`config.mk`:
```
export PLATFORM = sky130hd
export DESIGN_NAME = uart_tx_trigger
export DESIGN_NICKNAME = d
export VERILOG_FILES = /design/src/rtl/uart_tx_trigger.sv
export SDC_FILE = /design/constraint.sdc
export NUM_CORES = 1
export LEC_CHECK = 0
export ABC_AREA = 1
export CORE_ASPECT_RATIO = 1.25
export CORE_UTILIZATION = 35
export DETAILED_ROUTE_END_ITERATION = 8
export GPL_ROUTABILITY_DRIVEN = 0
export SLEW_MARGIN = 15
export SYNTH_ARGS = -nofsm -noshare
export SYNTH_HDL_FRONTEND = slang
export SYNTH_SLANG_ARGS = --single-unit
export TNS_END_PERCENT = 5
```
`constraint.sdc`:
```
create_clock -name clk_100MHz -period 1.99 [get_ports clk_100MHz]
set_input_delay 0.398 -clock clk_100MHz [delete_from_list [all_inputs] [get_ports clk_100MHz]]
set_output_delay 0.398 -clock clk_100MHz [all_outputs]
set_load 0.01 [all_outputs]
```
`src/rtl/uart_tx_trigger.sv`:
```
// UART transmitter triggered by a one-cycle request pulse.
// Contains the baud divider, frame FSM and a one-deep pending byte buffer.
module uart_tx_trigger #(
   parameter int unsigned CLKS_PER_BIT = 868,
   parameter int unsigned DBIT         = 8,
   parameter int unsigned STOP_BITS    = 1
) (
   input  logic            clk_100MHz,
   input  logic            reset,
   input  logic            tx_start,
   input  logic [DBIT-1:0] din,
   output logic            tx,
   output logic            tx_busy,
   output logic            tx_done_tick,
   output logic            overrun_tick
);

   localparam int unsigned BAUD_W = $clog2(CLKS_PER_BIT);
   localparam int unsigned IDX_W  = (DBIT > 2) ? $clog2(DBIT) : 1;

   localparam logic [BAUD_W-1:0] BAUD_LAST = BAUD_W'(CLKS_PER_BIT - 1);
   localparam logic [IDX_W-1:0]  DATA_LAST = IDX_W'(DBIT - 1);
   localparam logic [IDX_W-1:0]  STOP_LAST = IDX_W'(STOP_BITS - 1);

   typedef enum logic [1:0] {
      IDLE  = 2'd0,
      START = 2'd1,
      DATA  = 2'd2,
      STOP  = 2'd3
   } state_e;

   state_e            state_q, state_d;
   logic [BAUD_W-1:0] baud_q, baud_d;
   logic [IDX_W-1:0]  idx_q, idx_d;
   logic [DBIT-1:0]   shift_q, shift_d;
   logic              pend_q, pend_d;
   logic [DBIT-1:0]   pdata_q, pdata_d;
   logic              tx_q, tx_d;
   logic              busy_q, busy_d;
   logic              done_q, done_d;
   logic              ov_q, ov_d;

   logic bit_end;
   logic last_stop;

   assign bit_end   = (baud_q == BAUD_LAST);
   assign last_stop = (state_q == STOP) && bit_end && (idx_q == STOP_LAST);

   // Next-state, pending-buffer and registered-output decode
   always_comb begin
      state_d = state_q;
      baud_d  = baud_q;
      idx_d   = idx_q;
      shift_d = shift_q;
      pend_d  = pend_q;
      pdata_d = pdata_q;
      ov_d    = 1'b0;

      case (state_q)
         IDLE: begin
            if (tx_start) begin
               shift_d = din;
               baud_d  = '0;
               idx_d   = '0;
               state_d = START;
            end
         end
         START: begin
            if (bit_end) begin
               baud_d  = '0;
               state_d = DATA;
            end else begin
               baud_d = baud_q + BAUD_W'(1);
            end
         end
         DATA: begin
            if (bit_end) begin
               baud_d  = '0;
               shift_d = shift_q >> 1;
               if (idx_q == DATA_LAST) begin
                  idx_d   = '0;
                  state_d = STOP;
               end else begin
                  idx_d = idx_q + IDX_W'(1);
               end
            end else begin
               baud_d = baud_q + BAUD_W'(1);
            end
         end
         STOP: begin
            if (bit_end) begin
               baud_d = '0;
               if (idx_q == STOP_LAST) begin
                  idx_d = '0;
                  if (pend_q) begin
                     shift_d = pdata_q;
                     pend_d  = 1'b0;
                     state_d = START;
                  end else if (tx_start) begin
                     shift_d = din;
                     state_d = START;
                  end else begin
                     state_d = IDLE;
                  end
               end else begin
                  idx_d = idx_q + IDX_W'(1);
               end
            end else begin
               baud_d = baud_q + BAUD_W'(1);
            end
         end
         default: state_d = IDLE;
      endcase

      // Requests during a frame: queue one, drop the rest; the slot frees on the last stop cycle
      if (tx_start && (state_q != IDLE)) begin
         if (last_stop) begin
            if (pend_q) begin
               pend_d  = 1'b1;
               pdata_d = din;
            end
         end else if (!pend_q) begin
            pend_d  = 1'b1;
            pdata_d = din;
         end else begin
            ov_d = 1'b1;
         end
      end

      case (state_d)
         START:   tx_d = 1'b0;
         DATA:    tx_d = shift_d[0];
         default: tx_d = 1'b1;
      endcase
      busy_d = (state_d != IDLE) || pend_d;
      done_d = (state_d == STOP) && (baud_d == BAUD_LAST) && (idx_d == STOP_LAST);
   end

   always_ff @(posedge clk_100MHz or negedge reset) begin
      if (!reset) begin
         state_q <= IDLE;
         baud_q  <= '0;
         idx_q   <= '0;
         shift_q <= '0;
         pend_q  <= 1'b0;
         pdata_q <= '0;
         tx_q    <= 1'b1;
         busy_q  <= 1'b0;
         done_q  <= 1'b0;
         ov_q    <= 1'b0;
      end else begin
         state_q <= state_d;
         baud_q  <= baud_d;
         idx_q   <= idx_d;
         shift_q <= shift_d;
         pend_q  <= pend_d;
         pdata_q <= pdata_d;
         tx_q    <= tx_d;
         busy_q  <= busy_d;
         done_q  <= done_d;
         ov_q    <= ov_d;
      end
   end

   assign tx           = tx_q;
   assign tx_busy      = busy_q;
   assign tx_done_tick = done_q;
   assign overrun_tick = ov_q;

endmodule

```
==> Implementation_results.wiki, run 1 <==
{| class="wikitable"
! Metric !! Value
|-
| Area occupied by multi-input gates || approximately 1100 um^2
|-
| Total area of sequential cells || 902 um^2
|-
| Detailed Route WL || 5220 um
|-
| Number of primary I/O pins || 15
|-
| Max-cap viol count || 0
|-
| Accumulated negative setup slack || 0 ps
|-
| Hold buffer count at cts || 0
|-
| Final critical path time including I/O delays and setup || 1840 ps
|-
| Clock latency reported for the late side of the worst-skew pair || 290 ps
|-
| Vias in the first global route || 2039
|-
| Number of design-rule violations left by the first detailed-router iteration || 110
|-
| Maximum fanout count along the critical path || 3
|-
| Startpoint type of the worst setup path || flip-flop
|-
| Total DRC errors in the routed layout || 0
|-
| Share of Yosys cell area claimed by the top area cell type || 0.394
|-
| Endpoint kind of the worst setup timing path || flip-flop
|-
| Fraction of final layout cells with drive strength greater than 1 || 0.151
|-
| Standard-cell row count || 32
|-
| Avg Synthesized Cell Area || 7.22 um^2
|-
| Largest voltage drop on the vdd net || 0.478 mV
|-
| Core area || 6170 um^2
|-
| Synthesis-stage register bit count || 36
|-
| Die boundary width || 73.3 um
|-
| Sequential cell fraction of total power || 0.418
|-
| Power per Cell Area || about 1100 nW/um^2
|-
| Max Freq || around 540 MHz
|-
| Post-detailed-route wirelength per cell || 12.3 um
|-
| Top cells by count, synth || 97 x sky130_fd_sc_hd__nand2_1, 35 x sky130_fd_sc_hd__dfrtp_1, 34 x sky130_fd_sc_hd__inv_1
|-
| Run status || completed
|-
| Cells taking the most area after synthesis || sky130_fd_sc_hd__dfrtp_1 39%, sky130_fd_sc_hd__nand2_1 16%, sky130_fd_sc_hd__nand3_1 6.1%
|-
| Share of the clock period used by the worst path after layout || 0.926
|-
| Worst min-delay path category || in2async
|-
| Count of antenna diodes in the layout || 0
|-
| Most used DFF post-synth || sky130_fd_sc_hd__dfrtp_1
|-
| Final count of negative-setup-slack endpoints || 0
|-
| Internal power contribution || approximately 1700 uW
|-
| Fin Clk Skew || 12.2 ps
|-
| Clock sink total || 36
|-
| Initial cell density of the core || 0.361
|-
| Worst max-slew margin expressed relative to the limit || 0.696
|-
| Fraction of the mapped netlist area in simple logic gates || 0.341
|-
| Number of cells in the design after placement || 415
|-
| Setup Fix Bufs, Post-CTS || 0
|-
| Most common cell in the synthesized netlist || sky130_fd_sc_hd__nand2_1
|-
| First-pass GRT wire length || 9230 um
|-
| Non-filler instance count after layout || 423
|-
| Switching share of power || 0.399
|-
| Via Count || 2047
|-
| RSZ-0062 raised after global routing || false
|-
| TritonCTS clock tree || built
|-
| Vertical extent of the die || just over 90 um
|-
| Required time of the critical path || 2160 ps
|-
| Leakage power of the design || 0.00125 uW
|-
| Area added between synthesis and finish || 19.7%
|-
| Reg-to-reg setup timing slack || 150 ps
|-
| Xor-xnor portion of the synthesized cell area || 0.00394
|-
| Number of levels in the clock H-tree || 2
|-
| Combinational family with the most area after synthesis || simple AND/OR/NAND/NOR gates
|-
| Number of distinct standard cells referenced by the synthesized netlist || 32
|-
| Async S/R FF share, synth || 1.00
|-
| Synth Warn # || 0
|-
| Remaining global-route overflow || 0
|-
| Number of synthesized flops with an enable pin || 0
|-
| Pin count of the biggest net entering global routing || 37
|-
| Drt via density || 4.84
|-
| Share of synthesized cell area in full adder, half adder and majority cells || 0.0281
|-
| Multiplexer area fraction after synthesis || 0.00956
|-
| Total track usage || 0.176
|-
| Synthesized Nets || 324
|-
| Category of the most critical setup path || reg2reg
|-
| Combinational share of power || 0.377
|-
| Area of the mapped netlist || 2220 um^2
|-
| Worst setup startpoint || baud_q[1]$_DFF_PN0_
|-
| IO Port Bufs || 14
|-
| Die footprint || 6680 um^2
|-
| Hold violation total from the final report || 0
|-
| Initial antenna violation count || 0
|-
| Complex-gate fraction of the synthesized area || 0.119
|-
| Post-DRT Antenna Nets || 0
|-
| Reg-to-reg critical path startpoint || baud_q[1]$_DFF_PN0_
|-
| Number of fillers in the final layout || around 670
|-
| Pre-Repair DR Iteration Count || 4
|-
| Clk root buf || sky130_fd_sc_hd__clkbuf_8
|-
| Fraction of the yosys area taken by sequential cells || 0.406
|-
| Sw power || 1140 uW
|-
| HPWL reported at the end of detailed placement || 3900 um
|-
| Longest Clk Path Bufs || 2
|-
| Clk pin slew, worst setup/hold paths || about 80 ps
|-
| Cells after synthesis || between 300 and 400
|-
| Post-synth top area cell || sky130_fd_sc_hd__dfrtp_1
|-
| Worst reg2reg path depth || 9
|-
| Arrival time worst endpoint || 2010 ps
|-
| Clock share of power || 0.205
|-
| Number of pins exceeding their max-slew limit in the final report || 0
|-
| Nets || 353
|-
| Slew at the pin with the worst max-slew slack || 455 ps
|-
| Total clock buffers created by CTS || 5
|}
-- worst max-delay path, stage by stage, from the launching register on --
cell,delay [ps]
sky130_fd_sc_hd__dfrtp_1,390
sky130_fd_sc_hd__ha_2,190
sky130_fd_sc_hd__nand2_1,60
sky130_fd_sc_hd__nor2_2,110
sky130_fd_sc_hd__nand3_2,90
sky130_fd_sc_hd__nor2_2,120
sky130_fd_sc_hd__nand2_2,80
sky130_fd_sc_hd__ha_1,270
sky130_fd_sc_hd__nand2_1,90
sky130_fd_sc_hd__mux2_2,330
-- final cells by class --
class,instances,share of cell area
Timing Repair Buffer,32,0.106
Tap cell,85,0.0399
Multi-Input combinational cell,223,0.423
Inverter,39,0.0550
Clock buffer,8,0.0376
Sequential cell,36,0.339
-- per-stage QoR --
| stage | total power, uW | hold WS [ps] | util | cell area (um^2) | setup WS, ps |
|---|---|---|---|---|---|
| 4_1_cts | 2860 | 63.7 | 0.430 | 2650 | 128 |
| 3_3_place_gp | 2250 | 382 | 0.414 | 2550 | 54.8 |
| 6_report | 2850 | 57.9 | 0.432 | 2660 | 147 |
| 2_1_floorplan | 1920 | 102 | - | 2220 | 32.3 |
| 5_1_grt | 3110 | 72.2 | 0.432 | 2660 | 3.37 |
| 3_5_place_dp | 2270 | 381 | 0.414 | 2550 | 75.6 |
-- power by group through the flow --
stage / Combinational [uW] / Sequential (uW) / Clock [uW]
3_5_place_dp: 1070 / 1190 / 0
5_1_grt: 1250 / 1230 / 626
2_1_floorplan: 782 / 1130 / 0
3_3_place_gp: 1060 / 1190 / 0
6_report: 1070 / 1190 / 584
4_1_cts: 1070 / 1190 / 601
-- flip-flops by register name, summed over array words and instances, names as in the netlist --
register      count
baud_q           10
pdata_q           8
shift_q           8
idx_q             3
state_q           2
overrun_tick      1
pend_q            1
tx                1
tx_busy           1
tx_done_tick      1
-- layer usage --
layer  track usage  part of all wire  vias to the layer above  wire length (um)
met4        0.0769             0.022                        0               115
met5             0                 0                        -                 0
met3        0.0311             0.027                       12               143
li1              -                 -                     1063                 -
met1         0.225              0.46                      937              2420
met2         0.288              0.49                       35              2540
-- cell families after synthesis --
group | Yosys count
buffers and inverters | 49
DFF | 36
xor gates and xnor gates | 1
AOI/OAI and AO/OA | 45
muxes | 2
and+or+nand+nor | 170
adders and majority gates | 5
-- layout by cell type, fill, tap and decap left out, types with 2 or more instances in the layout --
cell type,instances
sky130_fd_sc_hd__clkbuf_8,7
sky130_fd_sc_hd__nor3_1,4
sky130_fd_sc_hd__clkdlybuf4s50_1,13
sky130_fd_sc_hd__nand4_1,9
sky130_fd_sc_hd__inv_1,34
sky130_fd_sc_hd__o21bai_1,2
sky130_fd_sc_hd__inv_2,5
sky130_fd_sc_hd__nand2_2,2
sky130_fd_sc_hd__o21ai_0,24
sky130_fd_sc_hd__nor2_1,18
sky130_fd_sc_hd__nand3_1,27
sky130_fd_sc_hd__nor2_2,7
sky130_fd_sc_hd__o211ai_1,2
sky130_fd_sc_hd__o21ai_1,8
sky130_fd_sc_hd__ha_1,4
sky130_fd_sc_hd__nand2_1,96
sky130_fd_sc_hd__o2111ai_1,6
sky130_fd_sc_hd__buf_4,17
sky130_fd_sc_hd__dfrtp_1,35
sky130_fd_sc_hd__nor2_4,3
-- repair_timing --
action                     4_1_cts  5_1_grt
resized for setup                0        4
setup endpoints to repair        0       13
hold endpoints to repair         0        0
-- path summary, 6_finish.rpt --
kind	endpoint
setup / recovery	pdata_q[0]$_DFFE_PN0P_
hold / removal	pdata_q[2]$_DFFE_PN0P_
setup reg to reg	pdata_q[0]$_DFFE_PN0P_
hold reg to reg	pdata_q[5]$_DFFE_PN0P_
max in group asynchronous	tx$_DFF_PN1_
min in group clk_100MHz	pdata_q[5]$_DFFE_PN0P_
(Power assumes the default switching activity.)
==> run 2, diff against run 1 <==
--- a/config.mk
+++ b/config.mk
@@ -8,6 +8,7 @@
 export ABC_AREA = 1
 export CORE_ASPECT_RATIO = 1.25
 export CORE_UTILIZATION = 35
+export CTS_CLUSTER_DIAMETER = 60
 export DETAILED_ROUTE_END_ITERATION = 8
 export GPL_ROUTABILITY_DRIVEN = 0
 export SLEW_MARGIN = 15
==> results of run 2 <==
The final DEF is identical to that of run 1; final timing and power are the same.
==> run 3, diff against run 2 <==
--- a/config.mk
+++ b/config.mk
@@ -8,7 +8,7 @@
 export ABC_AREA = 1
 export CORE_ASPECT_RATIO = 1.25
 export CORE_UTILIZATION = 35
-export CTS_CLUSTER_DIAMETER = 60
+export CTS_CLUSTER_DIAMETER = 40
 export DETAILED_ROUTE_END_ITERATION = 8
 export GPL_ROUTABILITY_DRIVEN = 0
 export SLEW_MARGIN = 15
==> results of run 3 <==
The final DEF is identical to that of run 1; final timing and power are the same.
